[config.mk]
export PLATFORM = sky130hd
export DESIGN_NAME = halt_dump_ctl
export DESIGN_NICKNAME = d
export VERILOG_FILES = /design/src/rtl/halt_dump_ctl.sv
export SDC_FILE = /design/constraint.sdc
export NUM_CORES = 1
export LEC_CHECK = 0
export ABC_CLOCK_PERIOD_IN_PS = 5700
export BUFFER_PORTS_ARGS = -buffer_cell sky130_fd_sc_hd__buf_2
export CAP_MARGIN = 20
export CORE_MARGIN = 3
export CORE_UTILIZATION = 52
export CTS_CLUSTER_SIZE = 40
export DETAILED_ROUTE_END_ITERATION = 6
export GPL_TIMING_DRIVEN = 0
export PLACE_DENSITY = 0.85
export SLEW_MARGIN = 15
export SYNTH_ARGS = -nofsm -noshare
export SYNTH_HDL_FRONTEND = slang
export SYNTH_SLANG_ARGS = --single-unit
[constraint.sdc]
create_clock -name clk -period 5.7 [get_ports clk]
set_input_delay 1.14 -clock clk [delete_from_list [all_inputs] [get_ports clk]]
set_output_delay 1.14 -clock clk [all_outputs]
set_load 0.05 [all_outputs]
[src/rtl/halt_dump_ctl.sv]
// Run-control watchdog plus halt-triggered register dump for the CPU debug harness.
// Handshake: a beat transfers on every rising clk edge where dump_valid_o && dump_ready_i; valid never depends on ready.
module halt_dump_ctl #(
   parameter int                IWIDTH  = 16,
   parameter int                RWIDTH  = 16,
   parameter int                NREGS   = 16,
   parameter int                AWIDTH  = 4,
   parameter int                TWIDTH  = 16,
   parameter logic [IWIDTH-1:0] HALT_OP = IWIDTH'(16'hFFFF),
   parameter int                TIMEOUT = 1000
) (
   input  logic              clk,
   input  logic              rst_n,
   input  logic [IWIDTH-1:0] ir_i,
   input  logic              ir_valid_i,
   output logic [AWIDTH-1:0] reg_addr_o,
   input  logic [RWIDTH-1:0] reg_data_i,
   output logic              cpu_halt_o,
   output logic              dump_valid_o,
   input  logic              dump_ready_i,
   output logic [AWIDTH-1:0] dump_idx_o,
   output logic [RWIDTH-1:0] dump_data_o,
   output logic              dump_last_o,
   output logic              done_o,
   output logic              timeout_o,
   output logic [TWIDTH-1:0] cycles_o,
   output logic [2:0]        dbg_state
);

   typedef enum logic [2:0] {
      S_RUN   = 3'd0,
      S_FETCH = 3'd1,
      S_CAPT  = 3'd2,
      S_SEND  = 3'd3,
      S_DONE  = 3'd4
   } state_t;

   localparam logic [AWIDTH-1:0] LAST_IDX = AWIDTH'(NREGS - 1);
   localparam logic [TWIDTH-1:0] TO_VAL   = TWIDTH'(TIMEOUT);
   localparam bit                TO_EN    = (TIMEOUT != 0);

   state_t            state, state_nxt;
   logic [AWIDTH-1:0] idx, idx_nxt;
   logic              halt_hit, to_hit;
   logic              capture, to_set;

   assign halt_hit = ir_valid_i && (ir_i == HALT_OP);
   assign to_hit   = TO_EN && (cycles_o == TO_VAL);

   // Halt is tested before the watchdog so a coincident halt still produces a dump.
   always_comb begin
      state_nxt = state;
      idx_nxt   = idx;
      capture   = 1'b0;
      to_set    = 1'b0;
      case (state)
         S_RUN: begin
            if (halt_hit) begin
               state_nxt = S_FETCH;
               idx_nxt   = '0;
            end else if (to_hit) begin
               state_nxt = S_DONE;
               to_set    = 1'b1;
            end
         end
         S_FETCH: state_nxt = S_CAPT;
         S_CAPT: begin
            state_nxt = S_SEND;
            capture   = 1'b1;
         end
         S_SEND: begin
            if (dump_ready_i) begin
               if (dump_last_o) begin
                  state_nxt = S_DONE;
               end else begin
                  idx_nxt   = idx + AWIDTH'(1);
                  state_nxt = S_FETCH;
               end
            end
         end
         S_DONE:  state_nxt = S_DONE;
         default: state_nxt = S_RUN;
      endcase
   end

   always_comb begin
      reg_addr_o   = ((state == S_FETCH) || (state == S_CAPT)) ? idx : '0;
      cpu_halt_o   = (state != S_RUN);
      dump_valid_o = (state == S_SEND);
      done_o       = (state == S_DONE);
      dbg_state    = state;
   end

   always_ff @(posedge clk or negedge rst_n) begin
      if (!rst_n) begin
         state       <= S_RUN;
         idx         <= '0;
         cycles_o    <= '0;
         dump_idx_o  <= '0;
         dump_data_o <= '0;
         dump_last_o <= 1'b0;
         timeout_o   <= 1'b0;
      end else begin
         state <= state_nxt;
         idx   <= idx_nxt;
         // Counter only advances while staying in RUN, so it freezes on the exit edge.
         if ((state == S_RUN) && (state_nxt == S_RUN) && (cycles_o != '1))
            cycles_o <= cycles_o + TWIDTH'(1);
         if (capture) begin
            dump_data_o <= reg_data_i;
            dump_idx_o  <= idx;
            dump_last_o <= (idx == LAST_IDX);
         end
         if (to_set)
            timeout_o <= 1'b1;
      end
   end

endmodule
==> impl_metrics.py <==
metrics = {
    "final_layout": {
        "fin_cells": 321,
        "area.growth.synth_to_final_pct": 25.9,
        "fin_nets": 311,
        "antennaDiodeCount": 0,
        "drive_above_1_share_pct": 44.7,
        "post-route-util_pct": 70.9,
    },
    "floorplan": {
        "placementRows": 22,
        "ios": 84,
        "die_width_um": 70.4,
        "floorplan.die.height_um": 70.4,
        "core_um2": 3830,
        "effective_utilization_at_floorplan_pct": 56.3,
        "die_outline_area_um2": 4950,
    },
    "place": {
        "post-place-cells": 313,
        "place_ws_ns": 2.96,
        "placement.io_buffers": 83,
        "finalWeightedCongestion": 0.894,
        "post-dp-hpwl_um": 3560,
    },
    "logic_synthesis": {
        "synth_simple_gate_area_share_pct": 18.2,
        "largest_area_contributor_in_the_netlist": "sky130_fd_sc_hd__dfrtp_1",
        "syn_inst": 182,
        "synth.cells.most_frequent": "45 x sky130_fd_sc_hd__dfrtp_1, 21 x sky130_fd_sc_hd__mux2_2, 13 x sky130_fd_sc_hd__xor2_1, 12 x sky130_fd_sc_hd__nor3_1, 10 x sky130_fd_sc_hd__nand2_1",
        "synth_largest_type_area_fraction_pct": 52.3,
        "synth_fp_nets": 221,
        "yosysUniqueCellTypes": 37,
        "synth_warnings": 0,
        "avgSynthCellArea_um2": 11.8,
        "synthArstFlopShare_pct": 100,
        "synth.most_common_cell": "sky130_fd_sc_hd__dfrtp_1",
        "synth_seq_cells": 45,
        "postSynth.topFlopCell": "sky130_fd_sc_hd__dfrtp_1",
        "synth.cell_area_um2": 2150,
        "synth.area.top_cells": "sky130_fd_sc_hd__dfrtp_1 52%, sky130_fd_sc_hd__mux2_2 11%, sky130_fd_sc_hd__xor2_1 5.3%, sky130_fd_sc_hd__nor3_1 2.8%, sky130_fd_sc_hd__nand4_1 2.3%",
        "synth_compound_area_share_pct": 5.69,
        "synthAdderAreaFrac_pct": 1.74,
        "synth_enable_flop_cells": 0,
        "synth.area.mux_share_pct": 11.4,
        "synth.yosys.seq_area_share_pct": 52.3,
        "post_synth_xor_area_fraction_pct": 6.51,
        "synth_top_family_by_area": "simple AND/OR/NAND/NOR gates",
    },
    "critical_path": {
        "cp-start-kind": "flip-flop",
        "worstPathMaxFanout": 10,
        "crit-reg2reg-launch": "cycles_o[0]",
        "path_class": "reg2out",
        "setup.worst_path.end_class": "output pin",
        "worst_ep_arrival_time_ns": 1.48,
        "worst-endpoint-required_ns": 4.56,
        "setup.worst_path.start": "dbg_state[0]",
    },
    "pwr": {
        "ir_drop_mv": 0.402,
        "total_power_mw": 1.62,
        "leakage_nw": 1.36,
        "power.density_cell_area_nw_per_um2": 597,
    },
    "drt": {
        "drt_wl_total_um": 4650,
        "antenna_violation_net_count_after_detailed_routing": 0,
        "routed-via-count": 1730,
        "routed_wire_length_per_instance_um": 14.5,
        "drt_iter0_markers": 155,
        "avgViaCountPerCell": 5.39,
        "first_pass_iters": 4,
        "post-route-drc-count": 0,
    },
    "clock_network": {
        "number_of_buffers_on_the_longest_clock_path": 2,
        "postCtsHoldBufs": 0,
        "worstSkewPairLatency_ns": 0.28,
        "cts_tree": "built",
        "clkSinkCount": 45,
        "cts_made_buffers": 5,
        "postCtsResizedCells": 0,
        "postCtsSetupBuffers": 0,
        "cts-root-buf": "sky130_fd_sc_hd__clkbuf_8",
        "clk_pin_slew_ns": 0.08,
        "htree_num_levels": 2,
    },
    "global_route": {
        "grt_antenna_before_repair": 0,
        "grt_first_pass_wirelength_um": 7650,
        "overflow": 0,
        "grt_start_max_net_pins": 46,
        "via_count_of_the_first_global_routing_pass": 1605,
        "grtUsageTotal_pct": 18.8,
    },
    "sta": {
        "rsz0062_at_grt": "false",
        "worstMarginPinSlew_ns": 0.944,
        "slew_headroom_pct": 37.1,
        "hold_viol_final": 0,
        "achievable-frequency_mhz": 382,
        "setup_total_negative_slack_ns": 0,
        "period_needed_ns": 2.62,
        "worst_clock_skew_ns": 0.00585,
        "setup_slack_ns": 3.08,
        "slew_violations": 0,
        "layout_worst_path_cycle_share_pct": 46.0,
        "finalSetupViolCount": 0,
    },
    "status": {
        "outcome": "finished clean",
    },
    "min_path": {
        "timing.hold.worst.class": "reg2reg",
        "worstHoldStart": "timeout_o",
    },
    "flow_run": {
        "maxCapViolCount": 0,
    },
}
cells in the final DEF, fill, tap and decap left out, types with 2 or more instances in the layout:
cell,netlist,final
sky130_fd_sc_hd__buf_2,1,84
sky130_fd_sc_hd__dfrtp_1,45,45
sky130_fd_sc_hd__mux2_2,21,21
sky130_fd_sc_hd__xor2_1,13,13
sky130_fd_sc_hd__nor3_1,12,12
sky130_fd_sc_hd__nand2_1,10,10
sky130_fd_sc_hd__nand4_1,8,8
sky130_fd_sc_hd__nand3_1,8,8
sky130_fd_sc_hd__inv_1,7,7
sky130_fd_sc_hd__nor2_1,6,6
sky130_fd_sc_hd__o21ai_0,6,6
sky130_fd_sc_hd__clkbuf_8,0,5
sky130_fd_sc_hd__buf_6,4,4
sky130_fd_sc_hd__nor4b_1,4,4
sky130_fd_sc_hd__and4_1,3,3
sky130_fd_sc_hd__a31oi_1,3,3
sky130_fd_sc_hd__xnor2_1,3,3
sky130_fd_sc_hd__and2_1,3,3
sky130_fd_sc_hd__ha_1,3,3
sky130_fd_sc_hd__nor3b_1,2,2
sky130_fd_sc_hd__clkbuf_1,1,2
sky130_fd_sc_hd__and3_1,2,2
sky130_fd_sc_hd__nor4_1,2,2
sky130_fd_sc_hd__clkinv_2,0,2
worst paths after layout:
path	to	slack (ns)	depth (start not counted)
max	reg_addr_o[0]	3.08	5
min	timeout_o	0.50	1
max reg2reg	cycles_o[6]	3.60	8
min reg2reg	timeout_o	0.50	1
max in group asynchronous	dbg_state[2]	4.12	1
min in group asynchronous	cycles_o[4]	1.00	1
stage by stage:
| step | area, um^2 | hold slack, ns |
|---|---|---|
| 2_1_floorplan | 2150 | 0.482 |
| 3_3_place_gp | 2630 | 0.471 |
| 3_5_place_dp | 2630 | 0.484 |
| 4_1_cts | 2710 | 0.499 |
| 5_1_grt | 2710 | 0.517 |
| 6_report | 2710 | 0.498 |
cell families (layout without fill, tap and decap cells):
family | Yosys count | after routing
AOI/OAI and AO/OA | 17 | 17
xor gates and xnor gates | 16 | 16
adders and majority gates | 3 | 3
buffers and inverters | 14 | 105
DFF | 45 | 45
muxes | 22 | 22
and+or+nand+nor | 65 | 65
worst max-delay path, stage by stage (launching register included):
cell and delay (ns):
sky130_fd_sc_hd__dfrtp_1 0.39, sky130_fd_sc_hd__buf_6 0.14, sky130_fd_sc_hd__xnor2_1 0.24, sky130_fd_sc_hd__nor2_1 0.08
sky130_fd_sc_hd__and2_1 0.15, sky130_fd_sc_hd__buf_2 0.20
state kept, by name, indices dropped and copies added (netlist names):
name and count:
dump_idx_o 4, dump_data_o 16, idx 4, cycles_o 16
timeout_o 1, dump_last_o 1, dbg_state 3
final cells by class:
cell class | count | area, um^2
inverter | 7 | 26.3
multi-input combinational | 123 | 940
buffer | 7 | 61.3
tap | 48 | 60.1
clock inverter | 2 | 10.0
timing repair buffer | 83 | 415
fill | 280 | 1110
clock buffer | 6 | 72.6
sequential | 45 | 1130
layer usage:
| metal | up-vias | GRT usage (%) | share of wire [%] |
|---|---|---|---|
| li1 | 844 | - | - |
| met1 | 808 | 25.8 | 43 |
| met2 | 74 | 30.7 | 48 |
| met3 | 4 | 3.88 | 8.1 |
| met4 | 0 | 4.26 | 0.82 |
| met5 | - | 0 | 0 |
where the power goes:
part | leakage [nW] | internal [mW] | switching, mW | total, mW
clock network | 0.0450 | 0.0850 | 0.0990 | 0.184
logic | 0.760 | 0.267 | 0.651 | 0.918
registers | 0.556 | 0.432 | 0.0852 | 0.518
total | 1.36 | 0.785 | 0.835 | 1.62
No activity file was read; power rests on OpenSTA's default activity.
